==> config.mk <==
export PLATFORM = sky130hd
export DESIGN_NAME = entrada_bcd
export DESIGN_NICKNAME = d
export VERILOG_FILES = /design/src/rtl/entrada_bcd.sv
export SDC_FILE = /design/constraint.sdc
export NUM_CORES = 1
export LEC_CHECK = 0
export CORE_ASPECT_RATIO = 0.9
export CORE_MARGIN = 2
export CORE_UTILIZATION = 50
export CTS_CLUSTER_DIAMETER = 50
export DETAILED_ROUTE_END_ITERATION = 16
export GPL_TIMING_DRIVEN = 0
export PLACE_DENSITY = 0.87
export REMOVE_ABC_BUFFERS = 1
export SLEW_MARGIN = 40
export SYNTH_ARGS = -nofsm -noshare
export SYNTH_HDL_FRONTEND = slang
export SYNTH_SLANG_ARGS = --single-unit
==> constraint.sdc <==
create_clock -name clk -period 2.75 [get_ports clk]
set_clock_uncertainty 0.1 [all_clocks]
set_input_delay 0.55 -clock clk [delete_from_list [all_inputs] [get_ports clk]]
set_output_delay 0.55 -clock clk [all_outputs]
set_load 0.02 [all_outputs]
==> src/rtl/entrada_bcd.sv <==
// entrada_bcd: serial BCD operand entry with BCD-to-binary conversion.
// Digits arrive most significant first, and a sign toggle is accepted while
// the entry is open. The result is held on a pronto/aceito handshake.
// Optional feature macro: ENTRADA_BCD_SATURA_EN. When it is defined, an
// out-of-range confirma saturates valor instead of raising erro.
//
// state   | meaning
// VAZIO   | no digits entered, acc=0, ndig=0
// ENTRADA | at least one digit entered, entry still open
// PRONTO  | valor holds the converted operand until aceito
// ERRO    | invalid entry, only limpa or reset leaves
module entrada_bcd #(
    parameter int W    = 7,
    parameter int NDIG = 2
) (
    input  logic         clk,
    input  logic         rst_n,
    input  logic [3:0]   digito,
    input  logic         dig_valido,
    input  logic         troca_sinal,
    input  logic         confirma,
    input  logic         limpa,
    input  logic         aceito,
    output logic [W-1:0] valor,
    output logic         pronto,
    output logic         erro,
    output logic [1:0]   ndig,
    output logic         sinal
);

    localparam int AW = $clog2(10 ** NDIG);
    localparam logic [31:0] POS_MAX = 32'((1 << (W - 1)) - 1);
    localparam logic [31:0] NEG_MAX = 32'(1 << (W - 1));

    typedef enum logic [1:0] {VAZIO, ENTRADA, PRONTO, ERRO} estado_t;

    estado_t       estado, estado_n;
    logic [AW-1:0] acc, acc_n;
    logic          sinal_r, sinal_n;
    logic [1:0]    ndig_r, ndig_n;
    logic [W-1:0]  valor_r, valor_n;

    logic [31:0]   acc32;
    logic [W-1:0]  mag_w;
    logic [W-1:0]  sat_val;
    logic          sinal_t;
    logic          fora_faixa;

    assign acc32   = 32'(acc);
    assign mag_w   = W'(acc);
    // The toggle is applied before the range check when it arrives with confirma.
    assign sinal_t = sinal_r ^ troca_sinal;
    assign fora_faixa = sinal_t ? (acc32 > NEG_MAX) : (acc32 > POS_MAX);
    assign sat_val = sinal_t ? {1'b1, {(W-1){1'b0}}} : {1'b0, {(W-1){1'b1}}};

    // State and datapath registers; every output is taken from these.
    always_ff @(posedge clk or negedge rst_n) begin
        if (!rst_n) begin
            estado  <= VAZIO;
            acc     <= '0;
            sinal_r <= 1'b0;
            ndig_r  <= 2'd0;
            valor_r <= '0;
        end else begin
            estado  <= estado_n;
            acc     <= acc_n;
            sinal_r <= sinal_n;
            ndig_r  <= ndig_n;
            valor_r <= valor_n;
        end
    end

    // Next-state and datapath update; priority limpa > aceito > confirma > digit.
    always_comb begin
        estado_n = estado;
        acc_n    = acc;
        sinal_n  = sinal_r;
        ndig_n   = ndig_r;
        valor_n  = valor_r;
        if (limpa) begin
            estado_n = VAZIO;
            acc_n    = '0;
            sinal_n  = 1'b0;
            ndig_n   = 2'd0;
            valor_n  = '0;
        end else begin
            case (estado)
                VAZIO, ENTRADA: begin
                    sinal_n = sinal_t;
                    // confirma in VAZIO does nothing, so a digit in the same cycle still counts.
                    if (confirma && estado == ENTRADA) begin
                        if (!fora_faixa) begin
                            estado_n = PRONTO;
                            valor_n  = sinal_t ? (~mag_w + 1'b1) : mag_w;
                        end else begin
`ifdef ENTRADA_BCD_SATURA_EN
                            estado_n = PRONTO;
                            valor_n  = sat_val;
`else
                            estado_n = ERRO;
                            valor_n  = '0;
`endif
                        end
                    end else if (dig_valido) begin
                        if (digito > 4'd9 || ndig_r == 2'(NDIG)) begin
                            estado_n = ERRO;
                            valor_n  = '0;
                        end else begin
                            estado_n = ENTRADA;
                            acc_n    = (acc << 3) + (acc << 1) + AW'(digito);
                            ndig_n   = ndig_r + 2'd1;
                        end
                    end
                end
                PRONTO: begin
                    if (aceito) begin
                        estado_n = VAZIO;
                        acc_n    = '0;
                        sinal_n  = 1'b0;
                        ndig_n   = 2'd0;
                        valor_n  = '0;
                    end
                end
                default: begin
                    valor_n = '0;
                end
            endcase
        end
    end

`ifndef ENTRADA_BCD_SATURA_EN
    logic unused_sat;
    assign unused_sat = ^sat_val;
`endif

    assign valor  = valor_r;
    assign pronto = (estado == PRONTO);
    assign erro   = (estado == ERRO);
    assign ndig   = ndig_r;
    assign sinal  = sinal_r;

endmodule

==> run metrics, run 1 <==
Required @ worst endpoint 2.87 ns; Final #Nets 176; wire per inst 15.1 µm; reg-to-reg slack, setup approximately 0.28 ns; Yosys warning count 0; PD cells slightly below 700 nW/µm²; CTS Hold Buffers Added 0; synth unique cells 40; vias 998; status completed; Top-Level Pins 23; Seq pwr share around 39%; n_diodes 0; Critical path origin digito[2]; unrepaired setup endpoints after global routing no; GP Congestion around 0.84; full die area 2990 µm²; max-slew violations 0; combinational power share 47.7%; CTS tree built; Fmax 0.395 GHz; CP endpoint acc[6]; Die Wd about 57 µm; drt initial violations 17; crit end category register; share of cells above drive strength 1 8.61%; H-tree depth 1; Rel. slew slack 48.0%; DRC 0; initial core utilization 52.5%; leak pwr 0.716 nW; Via density 5.58; I/O Buffers 22; ys flop type dfrtp_1; number of flops mapped to enable cells by yosys 0; core region area 2450 µm²; row cnt 17; CP max FO 3; syn_area_per_cell 9.96 µm²; Async SR Flop Fraction 100%; Clock Path Buffers 2; commonest non-fill, non-tap cell in the layout clkdlybuf4s50_1; setup violators final 0; sw power between 0.0004 and 0.0005 W; Clk Latency, worst-skew pair roughly 0.30 ns; Cell Area, Synth roughly 1300 µm²; startpoint types input pin; Synth-to-Final Area Change 20.4%; switch share between 40% and 50%; WL final between 2000 and 3000 µm; post-route ant nets 0; Die Y 52.1 µm; first-pass GRT wire length 4600 µm; CTS clk-pin slew, worst paths 0.12 ns; largest net degree at the start of global routing 20; vias in the first global route 1006; R2R Path End acc[6]; r2r startpoint acc[0]; gr ovfl total 0; cell count after synthesis ~130; Final Hold Fails 0; sequential cell area fraction in the yosys report 37.0%; initial antenna violation count 0; post-DP HPWL approximately 2000 µm; Reg2Reg Depth 8; max cap viols 0; CTS buffer count 3; worst hold path type input pin to asynchronous set/reset pin; Least-Margin Pin Slew 0.780 ns; commonest non-fill, non-tap cells in the layout clkdlybuf4s50_1, dfrtp_1, nand2_1; CP Class input pin to register; root buffer cell clkbuf_4; Post-CTS Setup Repair Bufs 0; final worst-path cycle share 92.1%; Tmin final around 2.5 ns; clk sinks 19; gr usage total 20.2%; CP arrival 2.65 ns; Final Power 0.00108 W; Hold WS 0.0696 ns; Internal 0.000632 W; Clock Power Share 13.8%; drt first pass iters 4; Synth Register Bits 19; Max VDD drop ~0.45 mV
[cell usage after synthesis, types with 2 or more instances]
cell type / instances / area share (%)
dfrtp_1: 19 / 37
nand2_1: 14 / 4.1
ha_1: 11 / 11
nor2_1: 10 / 2.9
inv_1: 9 / 2.6
a21oi_1: 6 / 2.3
xnor2_1: 6 / 4.1
o2bb2ai_1: 5 / 3.4
xor2_1: 5 / 3.4
a21o_1: 4 / 2.3
o31ai_1: 4 / 2.3
nor3_1: 3 / 1.2
o21ai_2: 3 / 2.0
a31oi_1: 2 / 0.97
fa_1: 2 / 3.1
o21ai_1: 2 / 0.78
[sequential cells by signal, indices dropped and copies added, names as in the netlist]
signal	flops
estado	2
sinal	1
ndig	2
acc	7
valor	7
[stage by stage]
stage | setup TNS, ns | cells | utilization, % | area [µm²] | setup WS, ns
after floorplan | 0 | 125 | - | 1260 | 0.352
after global placement | -0.368 | 175 | 62.0 | 1520 | -0.269
after detailed placement | -0.611 | 175 | 61.8 | 1510 | -0.369
after CTS | 0 | 179 | 63.0 | 1540 | 0.00896
after global routing | 0 | 179 | 63.2 | 1550 | 0.111
final | 0 | 179 | 63.2 | 1550 | 0.218
[worst max-delay path, cell delays in order]
cell and delay (ns):
clkdlybuf4s50_1 0.44, ha_1 0.31, ha_1 0.25, fa_2 0.42, a21o_1 0.21, a21oi_2 0.15
xnor2_1 0.10, o31ai_1 0.23
[worst min-delay path by stage]
stage / endpoint / cells after the start
after detailed placement: valor[1] / 1
final: acc[6] / 1
after CTS: estado[0] / 1
after global placement: valor[2] / 1
after floorplan: acc[0] / 0
after global routing: ndig[0] / 1
[repair_timing]
item                       4_1_cts  5_1_grt
gates resized for setup          1        2
pin swaps                        0        2
setup endpoints to repair        1        1
[cells by family (layout without fill, tap and decap cells)]
logic type / Yosys count / after routing / share of synthesized area [%]
and+or+nand+nor: 37 / 37 / 14.4
AOI/OAI and AO/OA: 35 / 35 / 21.5
DFF: 19 / 19 / 37.0
adders and majority gates: 13 / 13 / 13.8
buffers and inverters: 13 / 35 / 4.48
xor gates and xnor gates: 12 / 12 / 8.76
[area by class of cell]
| type | count | area, µm² |
|---|---|---|
| clock buffers | 4 | 26.3 |
| repair buffers | 22 | 218 |
| flip-flops and latches | 19 | 475 |
| multi-input cells | 97 | 758 |
| inverters | 9 | 33.8 |
| fillers | 194 | 900 |
| well taps | 28 | 35.0 |
[power groups by stage]
| stage | logic, W | clock network [W] | registers (W) |
|---|---|---|---|
| 2_1_floorplan | 0.000350 | 0 | 0.000420 |
| 3_3_place_gp | 0.000477 | 0 | 0.000414 |
| 3_5_place_dp | 0.000504 | 0 | 0.000421 |
| 4_1_cts | 0.000512 | 0.000148 | 0.000416 |
| 5_1_grt | 0.000572 | 0.000168 | 0.000427 |
| 6_report | 0.000514 | 0.000148 | 0.000415 |
[routing by layer]
layer	GRT usage, %	routed length, µm	up-vias	part of all wire [%]
li1	-	-	500	-
met1	24.8	1250	481	46
met2	36.7	1340	15	50
met3	4.48	85	2	3.1
met4	3.49	17	0	0.63
met5	0	0	-	0
No activity file was read; power rests on OpenSTA's default activity.
==> run 2: changes to the inputs <==
- CTS_CLUSTER_DIAMETER: 50 -> 100
- CTS_CLUSTER_SIZE: default -> 25
==> results of run 2 <==
The final DEF is identical to that of run 1; final timing and power are the same.
==> run 3: changes to the inputs <==
- TNS_END_PERCENT: default -> 20
==> results of run 3 <==
The final DEF is identical to that of run 1; final timing and power are the same.
